===== src/rtl/colparity_host_if.sv =====
// Handshake bundle between the column-parity host, its upstream source, the core and the downstream sink.
// slave = host side, master = environment side.
interface colparity_host_if #(
    parameter int Width = 25
);
    logic             inValid;
    logic [Width-1:0] inSlice;
    logic             inReady;
    logic             coreReady;
    logic             coreStart;
    logic             corePutInput;
    logic [Width-1:0] coreMatrixIn;
    logic             coreOutReady;
    logic [Width-1:0] coreMatrixOut;
    logic             outValid;
    logic [Width-1:0] outSlice;
    logic             outAccept;
    logic             busy;

    // Valid/ready: a slice moves only on a cycle where its valid and ready/accept are both high.
    modport slave (
        input  inValid, inSlice, coreReady, corePutInput, coreOutReady,
               coreMatrixOut, outAccept,
        output inReady, coreStart, coreMatrixIn, outValid, outSlice, busy
    );

    modport master (
        output inValid, inSlice, coreReady, corePutInput, coreOutReady,
               coreMatrixOut, outAccept,
        input  inReady, coreStart, coreMatrixIn, outValid, outSlice, busy
    );
endinterface


===== src/rtl/colparity_host.sv =====
// Buffers one Count x Width matrix, streams it through the column-parity core and drains the results.
// Optional COLPARITY_HOST_ERR_EN adds a sticky protoErr output for core protocol violations.
module colparity_host #(
    parameter int Count = 64,
    parameter int Width = 25
) (
    input  logic                clk,
    input  logic                rst,
    colparity_host_if.slave     bus,
`ifdef COLPARITY_HOST_ERR_EN
    output logic                protoErr,
`endif
    output logic [2:0]          dbg_state_o
);
    localparam int CW = (Count > 1) ? $clog2(Count) : 1;
    localparam logic [CW-1:0] LAST = CW'(Count - 1);

    typedef enum logic [2:0] {
        S_FILL    = 3'd0,
        S_WAIT    = 3'd1,
        S_START   = 3'd2,
        S_FEED    = 3'd3,
        S_COLLECT = 3'd4,
        S_DRAIN   = 3'd5
    } state_e;

    state_e          state_q, state_d;
    logic [CW-1:0]   fill_cnt_q, fill_cnt_d;
    logic [CW-1:0]   feed_cnt_q, feed_cnt_d;
    logic [CW-1:0]   col_cnt_q, col_cnt_d;
    logic [CW-1:0]   drain_cnt_q, drain_cnt_d;
    logic            collected_q, collected_d;

    logic            in_ready_q;
    logic            core_start_q;
    logic            out_valid_q;
    logic            busy_q;

    logic [Width-1:0] src_mem [Count];
    logic [Width-1:0] res_mem [Count];

    logic in_core_phase;
    logic fill_hs, feed_hs, col_hs, drain_hs;
    logic fill_wrap, feed_wrap, col_wrap, drain_wrap;

    assign in_core_phase = (state_q == S_FEED) || (state_q == S_COLLECT);

    // inReady is high exactly in FILL, so a FILL-state inValid is a handshake.
    assign fill_hs  = (state_q == S_FILL) && bus.inValid;
    assign feed_hs  = (state_q == S_FEED) && bus.corePutInput;
    assign col_hs   = in_core_phase && bus.coreOutReady;
    assign drain_hs = (state_q == S_DRAIN) && bus.outAccept;

    assign fill_wrap  = fill_hs  && (fill_cnt_q  == LAST);
    assign feed_wrap  = feed_hs  && (feed_cnt_q  == LAST);
    assign col_wrap   = col_hs   && (col_cnt_q   == LAST);
    assign drain_wrap = drain_hs && (drain_cnt_q == LAST);

    always_comb begin
        state_d     = state_q;
        fill_cnt_d  = fill_cnt_q;
        feed_cnt_d  = feed_cnt_q;
        col_cnt_d   = col_cnt_q;
        drain_cnt_d = drain_cnt_q;
        collected_d = collected_q;

        if (fill_hs)  fill_cnt_d  = fill_wrap  ? '0 : fill_cnt_q  + 1'b1;
        if (feed_hs)  feed_cnt_d  = feed_wrap  ? '0 : feed_cnt_q  + 1'b1;
        if (col_hs)   col_cnt_d   = col_wrap   ? '0 : col_cnt_q   + 1'b1;
        if (drain_hs) drain_cnt_d = drain_wrap ? '0 : drain_cnt_q + 1'b1;

        case (state_q)
            S_FILL: begin
                if (fill_wrap) state_d = S_WAIT;
            end
            S_WAIT: begin
                if (bus.coreReady) state_d = S_START;
            end
            S_START: begin
                state_d = S_FEED;
            end
            S_FEED: begin
                // Results may all arrive before feeding ends; remember that so we skip COLLECT.
                if (col_wrap) collected_d = 1'b1;
                if (feed_wrap) begin
                    state_d = (collected_q || col_wrap) ? S_DRAIN : S_COLLECT;
                end
            end
            S_COLLECT: begin
                if (col_wrap) state_d = S_DRAIN;
            end
            S_DRAIN: begin
                if (drain_wrap) begin
                    state_d     = S_FILL;
                    fill_cnt_d  = '0;
                    feed_cnt_d  = '0;
                    col_cnt_d   = '0;
                    drain_cnt_d = '0;
                    collected_d = 1'b0;
                end
            end
            default: begin
                state_d = S_FILL;
            end
        endcase
    end

    always_ff @(posedge clk) begin
        if (rst) begin
            state_q      <= S_FILL;
            fill_cnt_q   <= '0;
            feed_cnt_q   <= '0;
            col_cnt_q    <= '0;
            drain_cnt_q  <= '0;
            collected_q  <= 1'b0;
            in_ready_q   <= 1'b1;
            core_start_q <= 1'b0;
            out_valid_q  <= 1'b0;
            busy_q       <= 1'b0;
        end else begin
            state_q      <= state_d;
            fill_cnt_q   <= fill_cnt_d;
            feed_cnt_q   <= feed_cnt_d;
            col_cnt_q    <= col_cnt_d;
            drain_cnt_q  <= drain_cnt_d;
            collected_q  <= collected_d;
            in_ready_q   <= (state_d == S_FILL);
            core_start_q <= (state_d == S_START);
            out_valid_q  <= (state_d == S_DRAIN);
            busy_q       <= !((state_d == S_FILL) && (fill_cnt_d == '0));
        end
    end

    // Buffers keep their contents across reset.
    always_ff @(posedge clk) begin
        if (!rst && fill_hs) src_mem[fill_cnt_q] <= bus.inSlice;
        if (!rst && col_hs)  res_mem[col_cnt_q]  <= bus.coreMatrixOut;
    end

    assign bus.inReady      = in_ready_q;
    assign bus.coreStart    = core_start_q;
    assign bus.outValid     = out_valid_q;
    assign bus.busy         = busy_q;
    assign bus.coreMatrixIn = (state_q == S_FEED) ? src_mem[feed_cnt_q] : '0;
    assign bus.outSlice     = out_valid_q ? res_mem[drain_cnt_q] : '0;
    assign dbg_state_o      = state_q;

`ifdef COLPARITY_HOST_ERR_EN
    logic proto_err_q;
    logic err_evt;

    assign err_evt = (bus.corePutInput && (state_q != S_FEED))
                  || (bus.coreOutReady && !in_core_phase)
                  || (bus.coreReady && in_core_phase);

    always_ff @(posedge clk) begin
        if (rst) begin
            proto_err_q <= 1'b0;
        end else if (err_evt) begin
            proto_err_q <= 1'b1;
        end
    end

    assign protoErr = proto_err_q;
`endif
endmodule

===== src/flat_wrapper.sv =====
// flat-port wrapper written by rule: the top's interface ports become plain ports
module colparity_host_flat 
#(
    parameter int Count = 64,
    parameter int Width = 25
)
  (clk, rst, dbg_state_o, bus_inValid, bus_inSlice, bus_coreReady, bus_corePutInput, bus_coreOutReady, bus_coreMatrixOut, bus_outAccept, bus_inReady, bus_coreStart, bus_coreMatrixIn, bus_outValid, bus_outSlice, bus_busy);
  colparity_host_if #(.Width(Width)) bus_i ();
  input  logic clk;
  input  logic rst;
  output logic [2:0] dbg_state_o;
  input wire logic [$bits(bus_i.inValid)-1:0] bus_inValid;
  input wire logic [$bits(bus_i.inSlice)-1:0] bus_inSlice;
  input wire logic [$bits(bus_i.coreReady)-1:0] bus_coreReady;
  input wire logic [$bits(bus_i.corePutInput)-1:0] bus_corePutInput;
  input wire logic [$bits(bus_i.coreOutReady)-1:0] bus_coreOutReady;
  input wire logic [$bits(bus_i.coreMatrixOut)-1:0] bus_coreMatrixOut;
  input wire logic [$bits(bus_i.outAccept)-1:0] bus_outAccept;
  output wire logic [$bits(bus_i.inReady)-1:0] bus_inReady;
  output wire logic [$bits(bus_i.coreStart)-1:0] bus_coreStart;
  output wire logic [$bits(bus_i.coreMatrixIn)-1:0] bus_coreMatrixIn;
  output wire logic [$bits(bus_i.outValid)-1:0] bus_outValid;
  output wire logic [$bits(bus_i.outSlice)-1:0] bus_outSlice;
  output wire logic [$bits(bus_i.busy)-1:0] bus_busy;
  assign bus_i.inValid = bus_inValid;
  assign bus_i.inSlice = bus_inSlice;
  assign bus_i.coreReady = bus_coreReady;
  assign bus_i.corePutInput = bus_corePutInput;
  assign bus_i.coreOutReady = bus_coreOutReady;
  assign bus_i.coreMatrixOut = bus_coreMatrixOut;
  assign bus_i.outAccept = bus_outAccept;
  assign bus_inReady = bus_i.inReady;
  assign bus_coreStart = bus_i.coreStart;
  assign bus_coreMatrixIn = bus_i.coreMatrixIn;
  assign bus_outValid = bus_i.outValid;
  assign bus_outSlice = bus_i.outSlice;
  assign bus_busy = bus_i.busy;
  colparity_host #(.Count(Count), .Width(Width)) u_core (.clk(clk), .rst(rst), .bus(bus_i), .dbg_state_o(dbg_state_o));
endmodule

===== config.mk =====
export PLATFORM = sky130hd
export DESIGN_NAME = colparity_host_flat
export DESIGN_NICKNAME = d
export VERILOG_FILES = /design/src/rtl/colparity_host_if.sv /design/src/rtl/colparity_host.sv /design/src/flat_wrapper.sv
export SDC_FILE = /design/constraint.sdc
export NUM_CORES = 2
export LEC_CHECK = 0
export BUFFER_PORTS_ARGS = -buffer_cell sky130_fd_sc_hd__buf_2
export CAP_MARGIN = 15
export CORE_MARGIN = 5
export CORE_UTILIZATION = 50
export DETAILED_ROUTE_END_ITERATION = 8
export PLACE_DENSITY = 0.65
export SYNTH_ARGS = -nofsm -noshare
export SYNTH_HDL_FRONTEND = slang
export SYNTH_SLANG_ARGS = --single-unit

===== constraint.sdc =====
create_clock -name clk -period 8.2 [get_ports clk]
set_input_delay 0.82 -clock clk [delete_from_list [all_inputs] [get_ports clk]]
set_output_delay 0.82 -clock clk [all_outputs]
set_load 0.005 [all_outputs]

* Yosys cells after proc, flatten, opt, wreduce, memory -nomap -nowiden
Memory sizes are Yosys's and may differ from the RTL's. A register that Yosys moved wholly into a read port is not among the register bits.
Index checks and enable logic that the tools add are counted.
** Storage, ports and cells
- Flip-flop bits (word level) :: 32
- RAM bits :: 3200
- Output and inout bits :: 57
- Logic and storage cells :: 83
- Memories :: 2
** Cells by class
- $add $sub $neg :: 4
- Eq/ne operators :: 13
- Muxes and demuxes :: 34
- Reductions and logical operators :: 20
** Memories
- u_core.res_mem :: depth 64, width 25, read ports 1, clocked after memory_dff 1, write ports 1, line colparity_host.sv:40 : logic [Width-1:0] res_mem [Count];
- u_core.src_mem :: depth 64, width 25, read ports 1, clocked after memory_dff 1, write ports 1, line colparity_host.sv:39 : logic [Width-1:0] src_mem [Count];
** Operators by type and width (count)
- $mux W6 :: 18
- $mux W25 :: 2
- $add A6 B1 Y6 const B :: 4
- $eq A6 B6 Y1 const B :: 4
- $pmux W3 S6 :: 1
- $mux W3 :: 5
- $logic_and A1 B1 Y1 :: 11
- $eq A3 B2 Y1 const B :: 3
- $eq A3 B3 Y1 const B :: 3
- $mux W1 :: 7
- $logic_not A3 Y1 :: 2
- $logic_not A6 Y1 :: 1
- $ne A2 B1 Y1 const B :: 2
- $eq A3 B1 Y1 const B :: 1
- $reduce_and A3 Y1 :: 1
- $logic_not A1 Y1 :: 2
- $logic_or A1 B1 Y1 :: 2
- $pmux W1 S2 :: 1
- $reduce_bool A2 Y1 :: 1

* Logic depth before layout (Yosys ltp)
- Depth in word-level cells :: 11
- Depth in mapped cells :: 11
- Gate-level depth less buffers :: 7

* Least setup slack after synthesis
No wires, ideal clock.
- Path kind :: input-to-reg
- From :: input port bus_inValid
- To :: memory u_core.src_mem[61][0] (enable)
- Library setup time :: 438 ps
- Data arrival time :: 3469 ps
- Data required time :: 7762 ps
- Slack :: 4293 ps
- Stages on the path :: 4
- Buffers on the path :: 1
- Path through :: nor4b_1 > clkbuf_1 > nand3_1 > nor3_1
** Between the ends
- Longest elaborated chain between the ends :: 4
** Ends and longest elaborated chain
- start, declared :: line flat_wrapper.sv:12 : input wire logic [$bits(bus_i.inValid)-1:0] bus_inValid;
- $logic_and A1 B1 Y1 :: line colparity_host.sv:49 : assign fill_hs = (state_q == S_FILL) && bus.inValid;
- $logic_and A1 B1 Y1 :: line colparity_host.sv:136 : if (!rst && fill_hs) src_mem[fill_cnt_q] <= bus.inSlice;
- $mux W1 :: line colparity_host.sv:136
- $mux W1 (implied by the code) :: line colparity_host.sv:136
- end, declared :: line colparity_host.sv:39
Every way passes these cells.

==> out/results.ini <==
[critical_path]
path_cells = buf_12, buf_4, mux4_2, mux4_2, a22o_1, a211o_1, buf_2
crit_required_ps = 7380
critPathMaxFanout = 141
timing.critical_path.to_type = output pin
cpMostUsedCell = mux4_2
critical-path-max-stage-delay_ps = 850
crit_path_start_kind = flop
cp_num_cells = 7
rr_worst_depth = 5
crit_family = buffers and inverters
crit_path_top_delay_cell = buf_4
cp.arrival_ps = 5040
path_buf_inv = 3
criticalPathCategory = reg -> out

[min_path]
hold_class = in -> reg
holdPathStages = 1

[clock_network]
tritoncts = yes
root_buffer = clkbuf_16
cts_resized = 0
clkTransAtPathRegs_ps = 60
htree_levels = 5
cts_sinks = 3232
clock_path_buffers = 4
numCtsBuffers = 339
insertion_delay_ps = 980
cts_hold_buffers = 0
post_cts_buffers = 0

[timing]
fin_crit_ps = 5860
setup-tns-final_ps = 0
max_freq_mhz = 171
setup_viol = 0
hold_viol = 0
relSlewSlack = 0.183
fin_ws_ps = 2340
fin_worst_skew_ps = 99.0
rsz0062_at_grt = false
tightest_slew_ps = 1220
post-route-period-util = 0.714
drv_slew = 0

[route]
ant_nets = 0
drt_first_iter_violations = 7744
drc_errors = 0
via_count = 60296
postRouteWirelength_um = 313000
drt-pass1-iter-count = 6
vias_per_cell = 6.36
wl_per_cell_um = 33.0

[floorplan]
pin_count = 114
fp.dieH_um = 508
num_rows = 182
core_sq_mm = 0.246
start_util = 0.504
die-area_sq_mm = 0.258
fp.dieW_um = 508

[outcome]
status = finished, final reports clean

[finish]
post-route-cell-area_sq_mm = 0.140
final_net_count = 5982
drive_gt1_frac = 0.278
syn2layout_area_growth_pct = 13.0
finish.utilization = 0.569

[placement]
io_buffers = 113
placed_cell_area_sq_mm = 0.130
dpl_worst_slack_ps = 3310
gp_congestion = 0.776
dpl.hpwl_um = 166000

[yosys]
synth_area_leader_cell = edfxtp_1
netlist_instances = 5568
synth_area_leaders = edfxtp_1 77%, mux4_2 14%, mux2i_1 2.0%
yosys_warnings = 0
syn_area_sq_mm = 0.124
synth_most_common_cell = edfxtp_1
yosysUniqueCellTypes = 61
synth_top_cell_area_share = 0.774
syn_avg_cell_area_sq_um = 22.3
synth-seq-cells = 3232
synth_edf_count = 3200
async_flop_share = 0
synth_common_cells = 3200 x edfxtp_1, 772 x mux4_2, 247 x mux2i_1
synth.net_count = 5629
synth_ff_type = edfxtp_1
ys_seq_area_frac = 0.780

[global_route]
grt_use_total = 0.241
grt_max_degree = 142
grt_pass1_wl_um = 446000
first_global_vias = 60392
antenna_found_initial = 13
grt-ovfl-total = 0

[run]
maxCapViolCount = 0

[pwr]
powerDensity_mw_per_mm2 = 234
p_leak_uw = 0.0424
peakVddDrop_v = 0.000225

[layout make-up]
| type | count | area, sq um |
|---|---|---|
| Timing Repair Buffer | 329 | 2540 |
| Multi-Input combinational cell | 1999 | 26400 |
| Tap cell | 3312 | 4140 |
| Clock buffer | 416 | 8900 |
| Clock inverter | 160 | 1300 |
| Fill cell | 17933 | 106000 |
| Sequential cell | 3232 | 96800 |
| Antenna cell | 7 | 17.5 |
| Inverter | 20 | 83.8 |
[cell usage in the layout (no fill, tap or decap), drive strengths merged, types with 11 or more instances in the layout]
cell type,instances
bufinv,19
nand3b,11
a21oi,61
nand3,48
mux4,772
a211o,32
nor3,35
a221oi,93
clkinv,125
o221ai,18
nor2,226
a22oi,78
dfxtp,32
clkinvlp,12
nand2,111
a211oi,11
o21bai,19
buf,329
o21ai,35
o22ai,16
o211ai,18
mux2i,247
inv,24
a22o,27
edfxtp,3200
mux2,15
clkbuf,416
[state kept, by name, summed over array words and instances (netlist names)]
signal and flops:
u_core.bus.inReady 1, u_core.dbg_state_o 3, u_core.feed_cnt_q 6, u_core.col_cnt_q 6, u_core.drain_cnt_q 6, u_core.fill_cnt_q 6
u_core.src_mem 1600, u_core.bus.busy 1, u_core.res_mem 1600, u_core.collected_q 1, u_core.bus.coreStart 1, u_core.bus.outValid 1
[through the flow]
step,instances,hold WS [ps],power [uW]
after floorplan,5568,437,18500
after global placement,8876,448,18800
after detailed placement,8878,461,18900
after CTS,9454,194,33000
after global routing,9471,187,33800
final,9475,231,32900
[routing by layer]
metal,GRT usage,vias to the layer above,part of all wire
met5,0,-,0.000070
met4,0.0857,4,0.038
met3,0.0355,553,0.082
met2,0.388,3077,0.49
met1,0.342,32295,0.39
li1,-,24367,-
[worst paths after layout]
| check | startpoint | endpoint | slack [ps] |
|---|---|---|---|
| max | u_core.drain_cnt_q[1] | bus_outSlice[6] | 2340 |
| min | bus_inSlice[18] | u_core.src_mem[55][18] | 230 |
| max reg2reg | u_core.dbg_state_o[0] | u_core.res_mem[30][21] | 3740 |
| min reg2reg | u_core.collected_q | u_core.collected_q | 480 |
[cells by family (layout without fill, tap and decap cells)]
| logic type | after synthesis | count (layout) | share of synthesized area |
|---|---|---|---|
| DFF | 3232 | 3232 | 0.780 |
| muxes | 1034 | 1034 | 0.161 |
| and+or+nand+nor | 500 | 500 | 0.0181 |
| AOI/OAI and AO/OA | 446 | 446 | 0.0268 |
| buffers and inverters | 337 | 925 | 0.0127 |
| xor gates and xnor gates | 15 | 15 | 0.00106 |
| adders and majority gates | 4 | 4 | 0.000403 |
| other | 0 | 7 | 0 |
[where the power goes]
part	total, uW	leakage [uW]	internal (uW)	switching [uW]
registers	18200	0.0290	18200	4.09
clock network	14300	0.00496	8260	6060
logic	368	0.00837	48.7	319
total	32900	0.0424	26500	6390
Power figures use the tool's default switching activity.
